[src/rtl/uart_pkg.sv]
// Shared types and frame constants for the UART transmit engine.
// Optional parity stage is enabled by defining UART_TX_PARITY_EN.
package uart_pkg;

    localparam logic START_BIT = 1'b0;
    localparam logic STOP_BIT  = 1'b1;
    localparam int   DATA_BITS = 8;

`ifdef UART_TX_PARITY_EN
    localparam int FRAME_BITS = 11;

    typedef enum logic [2:0] {
        IDLE,
        START,
        DATA,
        PARITY,
        STOP
    } tx_state_t;
`else
    localparam int FRAME_BITS = 10;

    typedef enum logic [1:0] {
        IDLE,
        START,
        DATA,
        STOP
    } tx_state_t;
`endif

    function automatic logic even_parity(input logic [7:0] data);
        return ^data;
    endfunction

endpackage

[src/rtl/uart_tx_engine_if.sv]
// Host-side bundle of the UART transmit engine: byte push strobe plus FIFO/line status.
// Shared by both builds (with or without UART_TX_PARITY_EN).
interface uart_tx_engine_if #(
    parameter int ADDR_EXP = 4
);

    logic [7:0]      tx_byte;
    logic            transmit;
    logic            tx_fifo_full;
    logic            tx_fifo_empty;
    logic [ADDR_EXP:0] tx_fifo_count;
    logic            overflow;
    logic            busy;
    logic            tx;

    modport master (
        output tx_byte,
        output transmit,
        input  tx_fifo_full,
        input  tx_fifo_empty,
        input  tx_fifo_count,
        input  overflow,
        input  busy,
        input  tx
    );

    modport slave (
        input  tx_byte,
        input  transmit,
        output tx_fifo_full,
        output tx_fifo_empty,
        output tx_fifo_count,
        output overflow,
        output busy,
        output tx
    );

endinterface

[src/rtl/uart_tx_sfifo.sv]
// Byte FIFO feeding the serializer; owns storage, pointers, occupancy and the sticky overflow flag.
// Identical in both builds (UART_TX_PARITY_EN does not affect it).
module uart_tx_sfifo #(
    parameter int ADDR_EXP = 4
) (
    input  logic              clk,
    input  logic              rst,
    input  logic              push,
    input  logic [7:0]        wr_data,
    input  logic              pop,
    output logic [7:0]        rd_data,
    output logic              full,
    output logic              empty,
    output logic [ADDR_EXP:0] count,
    output logic              overflow
);

    localparam int CNT_W = ADDR_EXP + 1;
    localparam int DEPTH = 1 << ADDR_EXP;

    logic [7:0]          mem [DEPTH];
    logic [ADDR_EXP-1:0] wr_ptr;
    logic [ADDR_EXP-1:0] rd_ptr;
    logic [CNT_W-1:0]    count_next;
    logic                push_ok;
    logic                pop_ok;

    // A push while full still lands when the serializer frees a slot on the same edge.
    assign pop_ok  = pop && !empty;
    assign push_ok = push && (!full || pop_ok);
    assign rd_data = mem[rd_ptr];

    always_comb begin
        count_next = count;
        if (push_ok && !pop_ok) begin
            count_next = count + CNT_W'(1);
        end else if (!push_ok && pop_ok) begin
            count_next = count - CNT_W'(1);
        end
    end

    always_ff @(posedge clk) begin
        if (push_ok) begin
            mem[wr_ptr] <= wr_data;
        end
    end

    always_ff @(posedge clk) begin
        if (rst) begin
            wr_ptr   <= '0;
            rd_ptr   <= '0;
            count    <= '0;
            full     <= 1'b0;
            empty    <= 1'b1;
            overflow <= 1'b0;
        end else begin
            if (push_ok) begin
                wr_ptr <= wr_ptr + ADDR_EXP'(1);
            end
            if (pop_ok) begin
                rd_ptr <= rd_ptr + ADDR_EXP'(1);
            end
            count <= count_next;
            full  <= (count_next == CNT_W'(DEPTH));
            empty <= (count_next == '0);
            if (push && full && !pop_ok) begin
                overflow <= 1'b1;
            end
        end
    end

endmodule

[src/rtl/uart_tx_engine.sv]
// UART transmitter: byte FIFO plus start/data/stop serializer, LSB first, idle-high line.
// Define UART_TX_PARITY_EN to insert an even-parity bit between the data bits and the stop bit.
module uart_tx_engine #(
    parameter int CLOCK_DIVIDE = 271,
    parameter int ADDR_EXP     = 4
) (
    input  logic               clk,
    input  logic               rst,
    uart_tx_engine_if.slave    bus
);

    import uart_pkg::*;

    localparam logic [15:0] BAUD_LAST = 16'(CLOCK_DIVIDE - 1);
    localparam logic [2:0]  LAST_BIT  = 3'(DATA_BITS - 1);

    tx_state_t         state;
    logic [15:0]       baud_cnt;
    logic [2:0]        bit_idx;
    logic [7:0]        shift_reg;
    logic              tx_reg;
    logic              bit_end;
    logic              fifo_pop;
    logic              fifo_empty;
    logic              fifo_full;
    logic              fifo_overflow;
    logic [7:0]        fifo_data;
    logic [ADDR_EXP:0] fifo_count;
`ifdef UART_TX_PARITY_EN
    logic              parity_bit;
`endif

    uart_tx_sfifo #(
        .ADDR_EXP (ADDR_EXP)
    ) u_fifo (
        .clk      (clk),
        .rst      (rst),
        .push     (bus.transmit),
        .wr_data  (bus.tx_byte),
        .pop      (fifo_pop),
        .rd_data  (fifo_data),
        .full     (fifo_full),
        .empty    (fifo_empty),
        .count    (fifo_count),
        .overflow (fifo_overflow)
    );

    assign bit_end  = (baud_cnt == BAUD_LAST);
    // Pop from IDLE, or at the last stop cycle so the next start bit follows with no gap.
    assign fifo_pop = !fifo_empty && ((state == IDLE) || ((state == STOP) && bit_end));

    assign bus.tx_fifo_full  = fifo_full;
    assign bus.tx_fifo_empty = fifo_empty;
    assign bus.tx_fifo_count = fifo_count;
    assign bus.overflow      = fifo_overflow;
    assign bus.busy          = (state != IDLE) || !fifo_empty;
    assign bus.tx            = tx_reg;

    always_ff @(posedge clk) begin
        if (rst) begin
            state     <= IDLE;
            tx_reg    <= STOP_BIT;
            baud_cnt  <= '0;
            bit_idx   <= '0;
            shift_reg <= '0;
`ifdef UART_TX_PARITY_EN
            parity_bit <= 1'b0;
`endif
        end else begin
            unique case (state)
                IDLE: begin
                    tx_reg   <= STOP_BIT;
                    baud_cnt <= '0;
                    if (fifo_pop) begin
                        shift_reg <= fifo_data;
`ifdef UART_TX_PARITY_EN
                        parity_bit <= even_parity(fifo_data);
`endif
                        tx_reg    <= START_BIT;
                        state     <= START;
                    end
                end
                START: begin
                    if (bit_end) begin
                        baud_cnt <= '0;
                        bit_idx  <= '0;
                        tx_reg   <= shift_reg[0];
                        state    <= DATA;
                    end else begin
                        baud_cnt <= baud_cnt + 16'd1;
                    end
                end
                DATA: begin
                    if (bit_end) begin
                        baud_cnt <= '0;
                        if (bit_idx == LAST_BIT) begin
`ifdef UART_TX_PARITY_EN
                            tx_reg <= parity_bit;
                            state  <= PARITY;
`else
                            tx_reg <= STOP_BIT;
                            state  <= STOP;
`endif
                        end else begin
                            bit_idx   <= bit_idx + 3'd1;
                            shift_reg <= shift_reg >> 1;
                            tx_reg    <= shift_reg[1];
                        end
                    end else begin
                        baud_cnt <= baud_cnt + 16'd1;
                    end
                end
`ifdef UART_TX_PARITY_EN
                PARITY: begin
                    if (bit_end) begin
                        baud_cnt <= '0;
                        tx_reg   <= STOP_BIT;
                        state    <= STOP;
                    end else begin
                        baud_cnt <= baud_cnt + 16'd1;
                    end
                end
`endif
                STOP: begin
                    if (bit_end) begin
                        baud_cnt <= '0;
                        if (fifo_pop) begin
                            shift_reg <= fifo_data;
`ifdef UART_TX_PARITY_EN
                            parity_bit <= even_parity(fifo_data);
`endif
                            tx_reg    <= START_BIT;
                            state     <= START;
                        end else begin
                            tx_reg <= STOP_BIT;
                            state  <= IDLE;
                        end
                    end else begin
                        baud_cnt <= baud_cnt + 16'd1;
                    end
                end
                default: begin
                    tx_reg <= STOP_BIT;
                    state  <= IDLE;
                end
            endcase
        end
    end

endmodule

[src/flat_wrapper.sv]
// flat-port wrapper written by rule: the top's interface ports become plain ports
module uart_tx_engine_flat import uart_pkg::*;
#(
    parameter int CLOCK_DIVIDE = 271,
    parameter int ADDR_EXP     = 4
)
  (clk, rst, bus_tx_byte, bus_transmit, bus_tx_fifo_full, bus_tx_fifo_empty, bus_tx_fifo_count, bus_overflow, bus_busy, bus_tx);
  uart_tx_engine_if #(.ADDR_EXP(ADDR_EXP)) bus_i ();
  input  logic clk;
  input  logic rst;
  input wire logic [$bits(bus_i.tx_byte)-1:0] bus_tx_byte;
  input wire logic [$bits(bus_i.transmit)-1:0] bus_transmit;
  output wire logic [$bits(bus_i.tx_fifo_full)-1:0] bus_tx_fifo_full;
  output wire logic [$bits(bus_i.tx_fifo_empty)-1:0] bus_tx_fifo_empty;
  output wire logic [$bits(bus_i.tx_fifo_count)-1:0] bus_tx_fifo_count;
  output wire logic [$bits(bus_i.overflow)-1:0] bus_overflow;
  output wire logic [$bits(bus_i.busy)-1:0] bus_busy;
  output wire logic [$bits(bus_i.tx)-1:0] bus_tx;
  assign bus_i.tx_byte = bus_tx_byte;
  assign bus_i.transmit = bus_transmit;
  assign bus_tx_fifo_full = bus_i.tx_fifo_full;
  assign bus_tx_fifo_empty = bus_i.tx_fifo_empty;
  assign bus_tx_fifo_count = bus_i.tx_fifo_count;
  assign bus_overflow = bus_i.overflow;
  assign bus_busy = bus_i.busy;
  assign bus_tx = bus_i.tx;
  uart_tx_engine #(.CLOCK_DIVIDE(CLOCK_DIVIDE), .ADDR_EXP(ADDR_EXP)) u_core (.clk(clk), .rst(rst), .bus(bus_i));
endmodule
[config.mk]
export PLATFORM = sky130hd
export DESIGN_NAME = uart_tx_engine_flat
export DESIGN_NICKNAME = d
export VERILOG_FILES = /design/src/rtl/uart_pkg.sv /design/src/rtl/uart_tx_engine_if.sv /design/src/rtl/uart_tx_sfifo.sv /design/src/rtl/uart_tx_engine.sv /design/src/flat_wrapper.sv
export SDC_FILE = /design/constraint.sdc
export NUM_CORES = 1
export LEC_CHECK = 0
export BUFFER_PORTS_ARGS = -buffer_cell sky130_fd_sc_hd__buf_4
export CORE_AREA = 2 2 122 124
export DETAILED_ROUTE_END_ITERATION = 6
export DIE_AREA = 0 0 124 126
export GPL_ROUTABILITY_DRIVEN = 0
export PLACE_DENSITY_LB_ADDON = 0.08
export SETUP_SLACK_MARGIN = 0.02
export SYNTH_ARGS = -nofsm -noshare
export SYNTH_HDL_FRONTEND = slang
export SYNTH_SLANG_ARGS = --single-unit
[constraint.sdc]
create_clock -name clk -period 2.9 [get_ports clk]
set_input_delay 0.29 -clock clk [delete_from_list [all_inputs] [get_ports clk]]
set_output_delay 0.29 -clock clk [all_outputs]
set_load 0.02 [all_outputs]
==> key figures <==
GRT
  – Total GRT Usage: 0.202
  – Met1 usage: 0.275
  – Met2 Use GR: 0.330
  – GR Layer Usage met3: 0.0480
  – Vias in the first global route: 4209
  – First-pass GRT wire length: 23.1 mm
  – Global route hottest layer: met2
  – Antenna violations before repair: 0
  – Largest net degree at the start of global routing: 34
  – Congestion Overflow GR: 0

Clock network
  – CTS Buffer Depth: 2
  – Postcts setup bufs: 0
  – Depth of the CTS H-tree: 4
  – Clock sinks: 178
  – Cts repair resizes: 0
  – Clk root buf: clkbuf_16
  – Worst-skew pair later-pin latency: 0.42 ns
  – Worst-path clk slew: 0.07 ns
  – CTS Buf Count: 17
  – CTS tree: built
  – Hold_buf cts: 0

Flow run
  – Max-cap viol count: 0

Worst setup path
  – Critical path type: reg2reg
  – Crit path buf inv count: 1
  – CP max-delay cell: dfxtp_1
  – Worst path top cell family by delay: simple AND/OR/NAND/NOR gates
  – Worst-path fanout max: 6
  – CP Launch Type: flop
  – WP data required: 3.03 ns
  – Cell Chain, Critical Path: ha_1 -> and4bb_1 -> a41oi_4 -> o21ai_0 -> and2_1 -> nand2_1 -> nor2_1 -> buf_4
  – Critical Path AT: 2.68 ns
  – Crit. End Element: flop
  – Worst path max stage delay: 0.41 ns

STA
  – Total count of hold-check failures in the final report: 0
  – Unrepaired setup endpoints after global routing: no
  – Final period util: 0.878
  – Worst clock skew: 0.0105 ns
  – Fin crit period: 2.55 ns
  – Max Slew Vio Count: 0
  – Fmax: 393 MHz
  – Final setup vio count: 0
  – Max_slew headroom: 0.586
  – Worst slew pin tran: 0.616 ns
  – Fin Setup TNS: 0 ns

Final layout
  – Cell Count, Final, Fillers Out: 731
  – # diodes: 0
  – Final nets: 562
  – Area Overhead vs Synth: 13.3%
  – Max reg flops: 128
  – Share of layout cells above drive strength 1: 0.227
  – Post-route design area: 8560 um^2

Place
  – Cells after DPL: 699
  – Port bufs: 20
  – Placed Area: 8000 um^2
  – DPL Wire Length: 9.50 mm

Power and ir drop
  – Reg power frac: 0.435
  – Leak: 0.00280 uW
  – Clk pwr share: 0.303
  – Sw Pwr: 2160 uW
  – Internal power: 4860 uW
  – Pwr Density: 820 nW/um^2
  – Sw Share: 0.308
  – Comb pwr share: 0.262
  – VDD IR max: 0.000558 V

Yosys
  – Post-Synthesis Cells: 500
  – Largest cells by area after synthesis: edfxtp_1, dfxtp_1, mux4_2
  – Top cells by count, synth: edfxtp_1, nor2_1, dfxtp_1, mux4_2, nand2_1
  – Synth Warn #: 0
  – Asr flop ratio synth: 0
  – Share of the synthesized area in the top cell type: 0.509
  – Yosys reg bits: 178
  – Synth Flop Type: edfxtp_1
  – Mapped Avg Cell Area: 15.1 um^2
  – Yosys cell types: 59
  – Post-synth top area cell: edfxtp_1
  – Most common cell in the netlist: edfxtp_1
  – Syn Nets: 528
  – Syn Std Cell Area: 7560 um^2
  – Seq/Total Area, Yosys: 0.641
  – EDFF count, synth: 128

Drt
  – WL final: 14.4 mm
  – Initial drt markers: 395
  – Drt drc: 0
  – DR vias/cell: 5.68
  – Antenna Nets Post-Route: 0
  – Initial DRT Pass Iterations: 5
  – Vias: 4154
  – Routed WL per cell: 19.7 um

Status
  – Status: completed

Floorplan
  – Site row count: 44
  – Core ar.: 14300 um^2
  – Chip height: 126 um
  – Die Footprint: 15600 um^2
  – Num ports: 21
  – Die width: 124 um
  – Initial cell density of the core: 0.528

Hold path
  – Worst min-delay path class: in2reg
-- power groups by stage --
stage	clock network (uW)	registers [uW]	logic, uW
3_5_place_dp	0	3110	1850
6_report	2130	3060	1840
2_1_floorplan	0	3090	1380
5_1_grt	2280	3080	2020
4_1_cts	2170	3050	1860
3_3_place_gp	0	3100	1830
-- area by class of cell --
cell class                      count  area (um^2)
Clock buffer                       18          429
Clock inverter                     14          129
Fill cell                        1117         5750
Inverter                            9         33.8
Multi-Input combinational cell    286         2550
Sequential cell                   178         4850
Tap cell                          184          230
Timing Repair Buffer               42          340
-- worst reg2reg max path, stage by stage (launching register included) --
cell	delay, ns
dfxtp_1	0.41
ha_1	0.19
and4bb_1	0.26
a41oi_4	0.19
o21ai_0	0.32
and2_1	0.28
nand2_1	0.16
nor2_1	0.24
buf_4	0.21
-- metrics by stage --
stage | power (uW) | utilization | hold slack [ns] | setup WS (ns)
global placement | 4930 | 0.559 | 0.456 | 0.410
global route | 7390 | 0.598 | 0.180 | 0.148
finish | 7020 | 0.598 | 0.183 | 0.353
CTS | 7090 | 0.598 | 0.172 | 0.332
floorplan | 4470 | - | 0.389 | 0.138
detailed placement | 4960 | 0.559 | 0.459 | 0.348
-- cell families after synthesis --
group,Yosys count,synth area share
flops,178,0.641
simple gates,148,0.101
compound gates,52,0.0542
mux,49,0.131
buf+inv,36,0.0210
xor+xnor,20,0.0232
fa+ha+maj,17,0.0281
-- layer usage --
layer / part of all wire / routed length [um]
met5: 0 / 0
met4: 0.0056 / 80
met3: 0.031 / 450
met2: 0.51 / 7310
met1: 0.46 / 6550
-- placed cells by master (no fill, tap or decap), types with 3 or more instances in the layout --
| cell | netlist | final |
|---|---|---|
| nand3_1 | 11 | 11 |
| buf_4 | 0 | 40 |
| and3_1 | 5 | 5 |
| mux4_2 | 40 | 40 |
| nor3_1 | 9 | 9 |
| clkinvlp_4 | 0 | 4 |
| or3_1 | 4 | 4 |
| edfxtp_1 | 128 | 128 |
| a22oi_1 | 3 | 3 |
| nand3b_1 | 7 | 7 |
| clkbuf_16 | 0 | 17 |
| nor2b_1 | 3 | 3 |
| xor2_1 | 8 | 8 |
| a21oi_1 | 8 | 8 |
| mux2i_1 | 8 | 8 |
| nor2_1 | 62 | 62 |
| inv_1 | 9 | 9 |
| o21ai_0 | 11 | 11 |
| nand2b_1 | 5 | 5 |
| a211oi_1 | 9 | 9 |
| ha_1 | 17 | 17 |
| and4b_1 | 3 | 3 |
| xnor2_1 | 12 | 12 |
| nand2_1 | 24 | 24 |
| dfxtp_1 | 50 | 49 |
-- path summary, 6_finish.rpt --
check / start / end / slack, ns / cells past startpoint
max: u_core.state[0] / u_core.u_fifo.mem[4][6] / 0.35 / 8
min: bus_tx_byte[2] / u_core.u_fifo.mem[15][2] / 0.18 / 1
max reg2reg: u_core.state[0] / u_core.u_fifo.mem[4][6] / 0.35 / 8
min reg2reg: u_core.bus.tx / u_core.bus.tx / 0.48 / 1
Power figures use the tool's default switching activity.
